<file path="config.mk">
export PLATFORM = sky130hd
export DESIGN_NAME = sign_extend16
export DESIGN_NICKNAME = d
export VERILOG_FILES = /design/src/rtl/sign_extend16.sv
export SDC_FILE = /design/constraint.sdc
export NUM_CORES = 1
export LEC_CHECK = 0
export BUFFER_PORTS_ARGS = -buffer_cell sky130_fd_sc_hd__buf_2
export CORE_MARGIN = 2
export CORE_UTILIZATION = 40
export CTS_BUF_LIST = sky130_fd_sc_hd__clkbuf_8
export CTS_CLUSTER_SIZE = 12
export DETAILED_ROUTE_END_ITERATION = 6
export PLACE_DENSITY = 0.7
export SETUP_SLACK_MARGIN = 0.2
export SYNTH_ARGS = -nofsm -noshare
export SYNTH_HDL_FRONTEND = slang
export SYNTH_SLANG_ARGS = --single-unit
</file>
<file path="constraint.sdc">
create_clock -name clk -period 1.15 [get_ports clk]
set_input_delay 0.0575 -clock clk [delete_from_list [all_inputs] [get_ports clk]]
set_output_delay 0.0575 -clock clk [all_outputs]
set_load 0.05 [all_outputs]
</file>
<file path="src/rtl/sign_extend16.sv">
// Immediate extender for the MIPS datapath: a zero-latency sign extension of a,
// plus a one-stage registered path with selectable extension modes.
module sign_extend16 #(
  parameter int IN_W  = 16,
  parameter int OUT_W = 32
) (
  input  logic             clk,
  input  logic             rst,
  input  logic [IN_W-1:0]  a,
  output logic [OUT_W-1:0] y,
  input  logic [1:0]       mode,
  input  logic             in_valid,
  output logic [OUT_W-1:0] y_q,
  output logic             out_valid
);

  localparam int EXT_W = OUT_W - IN_W;

  typedef enum logic [1:0] {
    MODE_SIGN   = 2'b00,
    MODE_ZERO   = 2'b01,
    MODE_LUI    = 2'b10,
    MODE_BRANCH = 2'b11
  } ext_mode_e;

  logic [OUT_W-1:0] w_sext;
  logic [OUT_W-1:0] w_zext;
  logic [OUT_W-1:0] w_lui;
  logic [OUT_W-1:0] w_br;
  logic [OUT_W-1:0] w_f;
  ext_mode_e        w_mode;

  logic [OUT_W-1:0] r_y_q;
  logic             r_out_valid;

  assign w_sext = {{EXT_W{a[IN_W-1]}}, a};
  assign w_zext = {{EXT_W{1'b0}}, a};
  assign w_lui  = {a, {EXT_W{1'b0}}};
  // Word offset to byte offset; the top two sign bits fall off the end.
  assign w_br   = {w_sext[OUT_W-3:0], 2'b00};

  assign w_mode = ext_mode_e'(mode);

  always_comb begin
    w_f = w_sext;
    case (w_mode)
      MODE_SIGN:   w_f = w_sext;
      MODE_ZERO:   w_f = w_zext;
      MODE_LUI:    w_f = w_lui;
      MODE_BRANCH: w_f = w_br;
      default:     w_f = w_sext;
    endcase
  end

  // Reset wins over in_valid, so a result in flight is dropped on a reset edge.
  always_ff @(posedge clk) begin
    if (!rst) begin
      r_y_q       <= '0;
      r_out_valid <= 1'b0;
    end else begin
      r_out_valid <= in_valid;
      if (in_valid)
        r_y_q <= w_f;
    end
  end

  assign y         = w_sext;
  assign y_q       = r_y_q;
  assign out_valid = r_out_valid;

endmodule

</file>
==> impl_metrics.toml, run 1 <==
[finish]
drive_gt1_share_pct = 55.6
syn_to_final_growth_pct = 26.3
stdcell_area_sq_mm = 0.00198
layout_common_cells = "buf_2, a22o_1, clkbuf_4"
fin_util_pct = 53.4
n_antenna_cell = 0
final_cells = 271
fin_nets = 243
mostFrequentLayoutCell = "buf_2"

[drt]
drc_errors = 0
dr.pass1.iters = 4
routedWlPerCell_microns = 14.2
drtIter0Drc = 111
vias = 1331
viasPerCell = 4.91
drtAntennaViolNets = 0
routed_wl_microns = 3840

[die]
core_area_sq_mm = 0.00372
dieArea_sq_mm = 0.00445
die_h_microns = 66.7
std_cell_rows = 22
die_w_microns = 66.7
io_pins = 86
initial_core_util_pct = 42.3

[setup_path]
critPathLaunchType = "flop"
worstPathArrival_ns = 0.87
path_cells = "buf_2"
critical_path_required_ns = 1.09
cp_slowest_cell = "dfxtp_1"
reg2reg_depth = 2
crit_family = "flip-flops"
reg2reg_to = "y_q[14]$_SDFFE_PN0P_"
worst-path-max-fanout = 2
worst-path-buf-inv = 1
crit_type = "flop to output port"
rrSetupSlack_ns = 0.29
r2r-start = "y_q[14]$_SDFFE_PN0P_"
slowest_delay_ns = 0.33
worstSetupEndpointType = "output port"

[clocking]
cts_sinks = 33
clk_pin_slew_worst_paths_ns = 0.07
cts_setup_buffers = 0
hold_buffers = 0
clk_latency_ns = 0.28
cts_tree = "done"
htreeDepth = 2
cts-buffers-inserted = 5
clockBufferDepth = 2
cts_root_buf = "clkbuf_8"

[sta]
drv_slew = 0
tns_ns = 0
max_freq_mhz = 1080
period_needed_ns = 0.926
rsz0062_at_grt = "true"
hold_violations = 0
slew_headroom_pct = 60.1
fin_skew_ns = 0
post-route-period-util_pct = 80.5
setup_slack_ns = 0.224
setup_viol = 0
worst_pin_slew_ns = 0.596

[hold_path]
hp-class = "input port to flop"
worstHoldStart = "rst"
min_delay_worst_endpoint = "out_valid$_SDFF_PN0_"
holdPathStages = 2

[placed_design]
dp.cells = 263
dp_slack_ns = -0.210
placed_area_sq_mm = 0.00183
port_buffers = 85
gp_congestion = 0.797
dpl.hpwl_microns = 2750

[synthesis]
synth.cell_area_sq_mm = 0.00157
synthArstFlopShare_pct = 0
syn_nets = 188
syn-instance-count = 167
ys_seq_elements = 33
yosys_warnings = 0
seq_area_frac_synth_pct = 42.0
synth.distinct_cells = 22
synth_edf_count = 0
ys.flop_type = "dfxtp_1"
postSynthAreaPerCell_sq_um = 9.41

[power_and_ir_drop]
swShare_pct = 37.6
power.leakage_uw = 0.000927
p_sw_uw = 1130
ir_worst_vdd_uv = 765
pwr-share-comb_pct = 30.8
seq_power_share_pct = 41.9
pwr-share-clk_pct = 27.4
internal_power_uw = 1880
powerDensity_mw_per_mm2 = 1510

[grt]
grt_pass1_wl_microns = 5870
grtUsageTotal_pct = 17.8
grt_pass1_vias = 1208
grt_max_degree = 33
grt.overflow.total = 0
antenna_found_initial = 0

[job]
cap_violations = 0

[outcome]
status = "completed"
==> cell usage after synthesis, drive strengths merged, types with 2 or more instances <==
master | count | share of area, %
clkbuf | 4 | 0.96
dfxtp | 33 | 42
a21oi | 15 | 7.2
a31oi | 3 | 2.1
or2b | 2 | 0.96
buf | 38 | 18
o21ai | 16 | 5.1
nor2b | 4 | 1.6
a22oi | 2 | 0.96
nand2 | 16 | 3.8
a22o | 26 | 14
nand3 | 2 | 0.64
==> state kept, by name, summed over array words and instances, names as in the netlist <==
name and flops:
out_valid 1, y_q 32
==> worst max-delay path by stage <==
stage	start	endpoint	cells past startpoint
after CTS	y_q[28]$_SDFFE_PN0P_	y_q[28]	1
after global routing	y_q[27]$_SDFFE_PN0P_	y_q[27]	1
after floorplan	y_q[14]$_SDFFE_PN0P_	y_q[14]$_SDFFE_PN0P_	2
final	y_q[25]$_SDFFE_PN0P_	y_q[25]	1
after detailed placement	mode[1]	y_q[14]$_SDFFE_PN0P_	4
after global placement	in_valid	y_q[14]$_SDFFE_PN0P_	4
==> cell type report <==
class | instances | area (sq um)
Tap cell | 48 | 60.1
Clock inverter | 3 | 13.8
Inverter | 1 | 3.75
Sequential cell | 33 | 677
Multi-Input combinational cell | 91 | 621
Fill cell | 371 | 1730
Timing Repair Buffer | 90 | 541
Clock buffer | 5 | 68.8
==> power by group through the flow <==
stage,registers (uW),logic (uW),clock network (uW)
floorplan,1530,486,0
CTS,1260,905,843
finish,1260,924,821
detailed placement,1280,898,0
global placement,1280,893,0
global route,1270,973,896
==> stage by stage <==
step,total power [uW],hold slack [ns]
floorplan,2020,0.183
global placement,2170,0.306
detailed placement,2180,0.307
CTS,3010,0.0101
global route,3130,0.0362
finish,3000,0.0200
==> kinds of logic after synthesis <==
family | Yosys count | share of synthesized area (%)
flops | 33 | 42.0
compound gates | 64 | 30.8
simple gates | 27 | 8.20
buf+inv | 43 | 18.9
==> layer usage <==
| layer | wire [microns] | up-vias | global-route usage [%] |
|---|---|---|---|
| met5 | 0 | - | 0 |
| met4 | 56 | 0 | 7.14 |
| met3 | 236 | 5 | 6.93 |
| met2 | 1770 | 38 | 26.1 |
| met1 | 1780 | 616 | 23.2 |
| li1 | - | 672 | - |
==> timing repair <==
action                     CTS  global route
setup endpoints to repair   19            23
resized for setup            6            24
gates cloned                 0             0
(Power assumes the default switching activity.)
==> run 2, diff against run 1 <==
--- a/config.mk
+++ b/config.mk
@@ -11,7 +11,7 @@
 export CTS_BUF_LIST = sky130_fd_sc_hd__clkbuf_8
 export CTS_CLUSTER_SIZE = 12
 export DETAILED_ROUTE_END_ITERATION = 6
-export PLACE_DENSITY = 0.7
+export PLACE_DENSITY = 0.73
 export SETUP_SLACK_MARGIN = 0.2
 export SYNTH_ARGS = -nofsm -noshare
 export SYNTH_HDL_FRONTEND = slang
==> constraint.sdc (replaced) <==
create_clock -name clk -period 0.85 [get_ports clk]
set_input_delay 0.0425 -clock clk [delete_from_list [all_inputs] [get_ports clk]]
set_output_delay 0.0425 -clock clk [all_outputs]
set_load 0.05 [all_outputs]
==> impl_metrics.toml, run 2 (same netlist as run 1, synthesis figures left out) <==
[placed_design]
placed_area_sq_mm = 0.00196
gp_congestion = 0.835
dp_slack_ns = -0.277
dpl.hpwl_microns = 2840
port_buffers = 85

[clocking]
clockBufferDepth = 2
hold_buffers = 0
htreeDepth = 2
cts_root_buf = "clkbuf_8"
cts-buffers-inserted = 5
clk_pin_slew_worst_paths_ns = 0.07
cts_tree = "done"
clk_latency_ns = 0.29
cts_sinks = 33

[setup_path]
crit_type = "flop to flop"
worstSetupEndpointType = "flop"
critPathLaunchType = "flop"
slowest_delay_ns = 0.35
critical_path_required_ns = 1.03
cp_common_cell = "a22o_1"
worst-path-buf-inv = 0
path_cells = "a22o_1, a22o_1"
crit_family = "compound AO/OA/AOI/OAI gates"
worst-path-max-fanout = 2
cp_slowest_cell = "dfxtp_4"
worstPathArrival_ns = 1.03

[sta]
drv_slew = 0
post-route-period-util_pct = 101
hold_violations = 0
worst_pin_slew_ns = 0.359
whs_ns = 0.0341
max_freq_mhz = 1170
setup_viol = 3
tns_ns = -0.0119
period_needed_ns = 0.857
setup_slack_ns = -0.00696
slew_headroom_pct = 76.0
rsz0062_at_grt = "true"
fin_skew_ns = 0

[drt]
drtAntennaViolNets = 0
drc_errors = 0
dr.pass1.iters = 4
drtIter0Drc = 92
routedWlPerCell_microns = 16.9
routed_wl_microns = 4690
vias = 1474
viasPerCell = 5.32

[die]
die_w_microns = 66.7
std_cell_rows = 22
dieArea_sq_mm = 0.00445
initial_core_util_pct = 42.3
die_h_microns = 66.7
io_pins = 86
core_area_sq_mm = 0.00372

[power_and_ir_drop]
powerDensity_mw_per_mm2 = 1720
power.leakage_uw = 0.00110
ir_worst_vdd_uv = 1060
power_uw = 4390

[finish]
fin_nets = 250
n_antenna_cell = 0
stdcell_area_sq_mm = 0.00256
drive_gt1_share_pct = 68.6
register_area_sq_um = 757
fillers = 274
largest_reg_flops = 32
syn_to_final_growth_pct = 62.7
layout_common_cells = "buf_2, buf_8, a22o_1"
multi_input_area_sq_um = 654

[grt]
antenna_found_initial = 0
grt.overflow.total = 0
grt_pass1_vias = 1284
grtUsageTotal_pct = 20.3
grt_pass1_wl_microns = 6610
grt_max_degree = 33

[job]
cap_violations = 0

[outcome]
status = "finished, violations left"
violations = "negative setup slack"

[hold_path]
hp-class = "input port to flop"
==> run 2: cell count changes in the layout (fill, tap and decap cells not counted), sizes merged <==
| cell | delta |
|---|---|
| clkinv | -1 |
| buf | +27 |
| clkbuf | -20 |
==> run 2: layout make-up <==
cell class / count / area share, %
tap: 48 / 2.35
inverter: 1 / 0.245
clock buffer: 5 / 2.69
multi-input combinational: 91 / 25.6
clock inverter: 2 / 0.294
timing repair buffer: 97 / 39.2
sequential: 33 / 29.6
==> run 2: path summary, 6_finish.rpt <==
| path | start | endpoint | slack, ns | depth (start not counted) |
|---|---|---|---|---|
| setup / recovery | y_q[4]$_SDFFE_PN0P_ | y_q[4]$_SDFFE_PN0P_ | -0.007 | 2 |
| hold / removal | a[6] | y_q[22]$_SDFFE_PN0P_ | 0.03 | 3 |
| setup reg to reg | y_q[4]$_SDFFE_PN0P_ | y_q[4]$_SDFFE_PN0P_ | -0.007 | 2 |
| hold reg to reg | y_q[31]$_SDFFE_PN0P_ | y_q[31]$_SDFFE_PN0P_ | 0.50 | 2 |
==> run 2: what timing repair did <==
action                                  4_1_cts  5_1_grt
endpoints found under the setup margin       77       81
resized for setup                           110       47
pin swaps                                     1        4
buffers inserted                              0        1
gates cloned                                  0        1
hold endpoints to repair                      0        0
==> run 2: metal layers <==
layer  track usage, %  part of all wire [%]  vias up
li1                 -                     -      685
met1             24.8                    41      713
met2             32.9                    51       67
met3             6.59                   6.3        9
met4             8.42                   2.2        0
met5                0                     0        -
==> run 2: through the flow <==
step                      utilization, %  instances
final                               68.8        277
after global routing                68.8        277
after CTS                           63.8        275
after detailed placement            52.7        268
after global placement              52.7        268
after floorplan                        -        167
==> run 2: where the power goes <==
part	total (uW)	switching (uW)	internal (uW)	leakage, uW
logic	1570	979	587	0.000770
registers	1720	91.2	1630	0.000291
clock network	1100	560	539	0.0000428
total	4390	1630	2760	0.00110
==> run 2: worst reg2reg max path, stage by stage, from the launching register on <==
cell and delay (ns):
dfxtp_4 0.35, a22o_1 0.23, a22o_1 0.17
